File: config.mk
export PLATFORM = sky130hd
export DESIGN_NAME = matrix_framebuf
export DESIGN_NICKNAME = d
export VERILOG_FILES = /design/src/rtl/matrix_framebuf.sv
export SDC_FILE = /design/constraint.sdc
export NUM_CORES = 1
export LEC_CHECK = 0
export ABC_AREA = 1
export ABC_CLOCK_PERIOD_IN_PS = 1400
export CORE_ASPECT_RATIO = 0.9
export CORE_MARGIN = 5
export CORE_UTILIZATION = 49
export DETAILED_ROUTE_END_ITERATION = 16
export GPL_ROUTABILITY_DRIVEN = 0
export PLACE_DENSITY = 0.76
export SLEW_MARGIN = 0
export SYNTH_ARGS = -nofsm -noshare
export SYNTH_HDL_FRONTEND = slang
export SYNTH_SLANG_ARGS = --single-unit
export TNS_END_PERCENT = 10
File: constraint.sdc
create_clock -name clk_i -period 1.4 [get_ports clk_i]
set_input_delay 0.21 -clock clk_i [delete_from_list [all_inputs] [get_ports clk_i]]
set_output_delay 0.21 -clock clk_i [all_outputs]
set_load 0.1 [all_outputs]
File: src/rtl/matrix_framebuf.sv
// matrix_framebuf: double-buffered gs x gs frame store that swaps banks only between scanner frames.
module matrix_framebuf #(
  parameter int gs      = 8,
  parameter int GAP_CYC = 2,
  localparam int RW     = $clog2(gs)
) (
  input  logic               clk_i,
  input  logic               rst_ni,
  input  logic               wr_valid_i,
  output logic               wr_ready_o,
  input  logic [RW-1:0]      wr_row_i,
  input  logic [gs-1:0]      wr_data_i,
  input  logic               swap_req_i,
  output logic               swap_pending_o,
  input  logic               enable_i,
  output logic [gs*gs-1:0]   matrix_o,
  output logic               e_disp_o,
  input  logic               d_disp_i,
  output logic [7:0]         frame_cnt_o,
  output logic               err_o
);
  localparam int GW = GAP_CYC > 1 ? $clog2(GAP_CYC) : 1;
  typedef enum logic [1:0] {IDLE, SCAN, GAP} state_t;
  state_t state, state_d;
  logic [gs*gs-1:0] bank0, bank1, wmask, wdata;
  logic [RW-1:0] cnt;
  logic [GW-1:0] gcnt;
  logic sel, pending, scan_end, gap_end, swap, wr_fire;
  assign scan_end = state == SCAN && cnt == RW'(gs - 1);
  assign gap_end = state == GAP && gcnt == GW'(GAP_CYC - 1);
  assign swap = pending && (scan_end || state == IDLE);
  assign wr_ready_o = !pending;
  assign swap_pending_o = pending;
  assign wr_fire = wr_valid_i && !pending && ({1'b0, wr_row_i} < (RW+1)'(gs));
  assign wmask = (gs*gs)'({gs{1'b1}}) << (gs * wr_row_i);
  assign wdata = (gs*gs)'(wr_data_i) << (gs * wr_row_i);
  assign matrix_o = sel ? bank1 : bank0;
  always_comb begin
    state_d = state;
    state_d = (state == IDLE) ? (enable_i ? SCAN : IDLE) :
              scan_end ? GAP :
              gap_end ? (enable_i ? SCAN : IDLE) : state;
  end
  always_ff @(posedge clk_i or negedge rst_ni) begin
    if (!rst_ni) begin
      state <= IDLE;
      e_disp_o <= 1'b0;
      cnt <= '0;
      gcnt <= '0;
      pending <= 1'b0;
      sel <= 1'b0;
      frame_cnt_o <= '0;
      err_o <= 1'b0;
      bank0 <= '0;
      bank1 <= '0;
    end else begin
      state <= state_d;
      e_disp_o <= state_d == SCAN;
      cnt <= (state == SCAN && !scan_end) ? cnt + 1'b1 : '0;
      gcnt <= (state == GAP && !gap_end) ? gcnt + 1'b1 : '0;
      pending <= swap ? 1'b0 : (pending || swap_req_i);
      if (swap) begin
        sel <= ~sel;
        frame_cnt_o <= frame_cnt_o + 8'd1;
      end
      if (state == GAP && gcnt == '0 && !d_disp_i) err_o <= 1'b1;
      if (wr_fire && sel) bank0 <= (bank0 & ~wmask) | wdata;
      if (wr_fire && !sel) bank1 <= (bank1 & ~wmask) | wdata;
    end
  end
endmodule

# [Word-level counts from Yosys, hierarchy flattened]
# Cells that the tools add are included.
# Widths: inputs -> output; s select.
[classes] n_addsub=3 eq_ne=4 n_shift=2 n_mux=8 bitwise=7 reduce_logical=18
[ops] op="$and 64x64->64" count=2
[ops] op="$or 64x64->64" count=2
[ops] op="$mux 64" count=1
[ops] op="$not 64->64" count=1
[ops] op="$shl 8x6->64" count=1
[ops] op="$shl 8x6->64 const A" count=1
[ops] op="$logic_and 1x1->1" count=10
[ops] op="$add 8x1->8 const B" count=1
[ops] op="$mux 2" count=3
[ops] op="$logic_not 1->1" count=5
[ops] op="$eq 2x1->1 const B" count=2
[ops] op="$add 3x1->3 const B" count=1
[ops] op="$eq 3x3->1 const B" count=1
[ops] op="$mux 1" count=3
[ops] op="$mux 3" count=1
[ops] op="$eq 2x2->1 const B" count=1
[ops] op="$logic_not 2->1" count=1
[ops] op="$logic_or 1x1->1" count=2
[ops] op="$not 1->1" count=2
[ops] op="$add 1x1->1 const B" count=1
[word_totals] reg_bits=146 input_bits=17 out_inout_bits=76 elab_cells=52

# [Longest topological paths before layout]
[logic_depth] ltp_word=6 mapped_depth=8 mapped_depth_nobuf=7

# [Worst setup path after synthesis]
# No wires, ideal clock.
[synth_path] path_type="reg2out" from="reg sel" to="out matrix_o[57]" arrival_ns=2.867 t_required_ns=1.190 path_slack_ns=-1.677 path_stages_with_launch=4 path_buffers=2 path_cell_list="dfrtp_1 buf_2 clkbuf_1 o21ai_0"
[synth_via] elab_chain_len=1
[synth_lines] element="start: declaration" line="28" rtl="logic sel, pending, scan_end, gap_end, swap, wr_fire;"
[synth_lines] element="start signal: assignment" line="63" rtl="sel <= ~sel;"
[synth_lines] element="$mux 64" line="37" rtl="assign matrix_o = sel ? bank1 : bank0;"
[synth_lines] element="end: declaration" line="16" rtl="output logic [gs*gs-1:0] matrix_o,"
# Every way passes these cells.

# [Worst setup path in the final report]
[layout_path] from="reg sel" to="out matrix_o[37]"
# Same word-level chain as after synthesis.

==> results <==
[worst reg2reg max path, cell delays in order (launching register included)]
cell and delay, ns:
dfrtp_4 0.51, buf_4 0.16, nand3b_1 0.20, buf_12 0.18, buf_12 0.18, o21ai_1 0.18
nand2_1 0.08
[final cells by class]
| cell class | instances | area share [%] |
|---|---|---|
| clock buffers | 20 | 4.45 |
| clock inverters | 12 | 1.03 |
| inverters | 93 | 3.51 |
| multi-input cells | 489 | 30.0 |
| flip-flops and latches | 146 | 34.9 |
| well taps | 168 | 2.00 |
| repair buffers | 164 | 24.1 |
[metrics by stage]
stage,instances,worst slack [ns],utilization [%],setup TNS [ns],hold slack (ns)
2_1_floorplan,766,-0.676,-,-101.90,-0.0856
3_5_place_dp,1054,-0.332,70.8,-27.12,0.141
3_3_place_gp,1054,-0.262,70.8,-22.74,0.133
5_1_grt,1092,-0.576,79.4,-46.73,0.289
6_report,1092,-0.530,79.4,-37.54,0.265
4_1_cts,1090,-0.498,77.6,-36.42,0.265
[sequential cells by signal, summed over array words and instances (netlist names)]
| signal | count |
|---|---|
| bank0 | 64 |
| bank1 | 64 |
| cnt | 3 |
| e_disp_o | 1 |
| err_o | 1 |
| frame_cnt_o | 8 |
| gcnt | 1 |
| sel | 1 |
| state | 2 |
| swap_pending_o | 1 |
[cell usage after synthesis]
library cell  instances
nand4_1               2
ha_1                  3
nand3_1              12
inv_1                83
nand3_2               2
buf_6                 1
nor2_2                3
o22ai_1              49
buf_4                 1
nor2_1               23
nor3_1                3
nand2_1             182
dfrtp_1             146
xnor2_1               2
nand3b_1              4
nor2_4                4
o21bai_1              1
buf_2                12
buf_1                 6
a21oi_1               1
xor2_1                3
o21ai_1              88
o21ai_0             107
inv_2                10
clkbuf_1             18
[worst paths after layout]
path,startpoint,endpoint,slack (ns),cells past startpoint
max in group asynchronous,rst_ni,swap_pending_o$_DFF_PN0_,0.56,3
min in group clk_i,d_disp_i,err_o$_DFFE_PN0P_,0.35,2
min,rst_ni,bank1[51]$_DFFE_PN0P_,0.26,2
max reg2reg,sel$_DFFE_PN0P_,bank1[0]$_DFFE_PN0P_,-0.21,6
max,sel$_DFFE_PN0P_,matrix_o[37],-0.53,5
min reg2reg,cnt[0]$_DFF_PN0_,cnt[0]$_DFF_PN0_,0.45,1
[placed cells by master, fill, tap and decap left out, types with 2 or more instances in the layout]
| cell type | Yosys | layout |
|---|---|---|
| inv_2 | 10 | 9 |
| o21ai_4 | 0 | 43 |
| nand2_2 | 0 | 16 |
| xnor2_1 | 2 | 2 |
| clkbuf_16 | 0 | 18 |
| clkinvlp_4 | 0 | 4 |
| nand3_2 | 2 | 2 |
| buf_4 | 1 | 40 |
| nor2_1 | 23 | 21 |
| xor2_1 | 3 | 3 |
| o21ai_2 | 0 | 47 |
| dfrtp_1 | 146 | 143 |
| clkdlybuf4s50_1 | 0 | 15 |
| buf_12 | 0 | 92 |
| nand2_1 | 182 | 166 |
| o21ai_0 | 107 | 4 |
| o22ai_1 | 49 | 38 |
| nor3_1 | 3 | 2 |
| nor2_2 | 3 | 4 |
| o21ai_1 | 88 | 101 |
| clkbuf_8 | 0 | 3 |
| buf_16 | 0 | 2 |
| nand3_1 | 12 | 12 |
| inv_1 | 83 | 81 |
| clkinv_4 | 0 | 3 |
| o22ai_2 | 0 | 11 |
| clkinv_2 | 0 | 4 |
| nand4_1 | 2 | 2 |
| nor2_4 | 4 | 5 |
| buf_6 | 1 | 12 |
| dfrtp_4 | 0 | 2 |
| nand3b_1 | 4 | 4 |
[logic make-up after synthesis]
group,after synthesis,share of synthesized area [%]
adders and majority gates,3,0.576
and+or+nand+nor,235,14.9
AOI/OAI and AO/OA,246,19.9
xor gates and xnor gates,5,0.672
DFF,146,56.0
buffers and inverters,131,7.95
[layer usage]
layer  vias up  share of wire [%]
li1       2844                  -
met4         0                4.4
met3        81                8.2
met5         -                  0
met1      3094                 37
met2       341                 51
[timing repair]
item                                   4_1_cts  5_1_grt
gates resized for setup                     97       46
hold buffers                                 1        0
gates cloned                                 0        2
setup endpoints to repair                  134      204
endpoints found under the hold margin       31        0
setup buffers                                3        0
pin swaps                                   10        5
==> results.md <==
* Outcome: complete, but fails checks
* Violated checks: setup timing
* Initial antenna violation count at 0
* Final Slew Violations at 0
* Unrepaired setup endpoints after global routing: yes
* Clk_skew at 0.00888 ns
* Mapped Avg Cell Area at ~8.5 um2
* Clock root buffer: clkbuf_16
* Number of port buffers at 92
* Clock Latency Late Sink at 0.42 ns
* Detailed Route Iter0 Violations at 741
* Mapped Area at 0.00652 mm2
* Multi-input gate area at approximately 0.0031 mm2
* Synthesis Warnings at 0
* Htree depth at 4
* Hold WC Path Type: primary input to async pin
* Number of synthesized register bits at 146
* Final period util at 138%
* Fin. Hold Viols at 0
* DR pass1 iterations at 7
* Row count at 40
* Syn Inst Count at roughly 770
* Core area at approximately 0.013 mm2
* Crit Path Max Fanout at 18
* Synth area leader: dfrtp_1
* Top-area cell type share of the netlist area at around 56%
* First-pass GRT wire length at 33.3 mm
* Initial Util at 49.3%
* P&R area growth vs syn at 61.0%
* Clk slew on worst S/H paths at 0.06 ns
* CP max-delay cell: dfrtp_4
* Max_cap viols at 0
* Worst EP required at 1.19 ns
* Die X at 132 um
* Hpwl dp at 13.3 mm
* Vias at 6,360
* Mapped Nets at 786
* Worst-margin pin slew at between 0.3 and 0.4 ns
* Slew HR at 74.6%
* # DRC at 0
* Crit-path cells: buf_12, buf_12, nand2_1, o21ai_4, buf_12
* Vias in the first global route at 6,577
* Largest net degree at the start of global routing at 48
* Vias per cell at 5.82
* Final nets at 931
* Final setup vio count at 156
* Dpl cell area at around 0.0094 mm2
* Crit path DAT at 1.72 ns
* Register Area at between 0.003 and 0.004 mm2
* Routed Antenna Nets at 0
* Die area at 0.0157 mm2
* GRT busiest layer: met2
* Die height at 119 um
* Min Tclk post-route at approximately 1.9 ns
* Most frequent cell on the critical path: buf_12
* Synth top area cells: dfrtp_1, nand2_1, o21ai_0, o21ai_1, inv_1
* Total gr overflow at 0
* Diodes inserted at 0
* Share of layout cells above drive strength 1 at 35.3%
* Grt met1 use at 31.0%
* Crit. End Element: output port
* Critical Path Start Type: flop
* Family with the most delay on the worst path: buffers and inverters
* Design area at roughly 0.010 mm2
* Cell variety after synth at 25
* Met3 Use GR at 7.90%
* Sequential share of the synthesized area at 56.0%
* CTS Buf Count at 17
* Largest stage delay on the critical path at 0.45 ns
* GR Util met2 at a little under half
* CTS tree: yes
* Clk buf depth at 2
* Max Fclk at between 500 and 600 MHz
* Total GRT Usage at 26.5%
* FILL cells at 766
* Worst path bufs/invs at 3
* Worst setup margin at -0.530 ns
* Sink Count at 146
* Setup CP Type: flop to output port
* WL/cell at 19.2 um
* IO Count at 93
* Drt total wl at 21.0 mm
Power of run 1 is not shown: default switching activity piles up to over one toggle a cycle in this logic, so the estimate is an artifact.
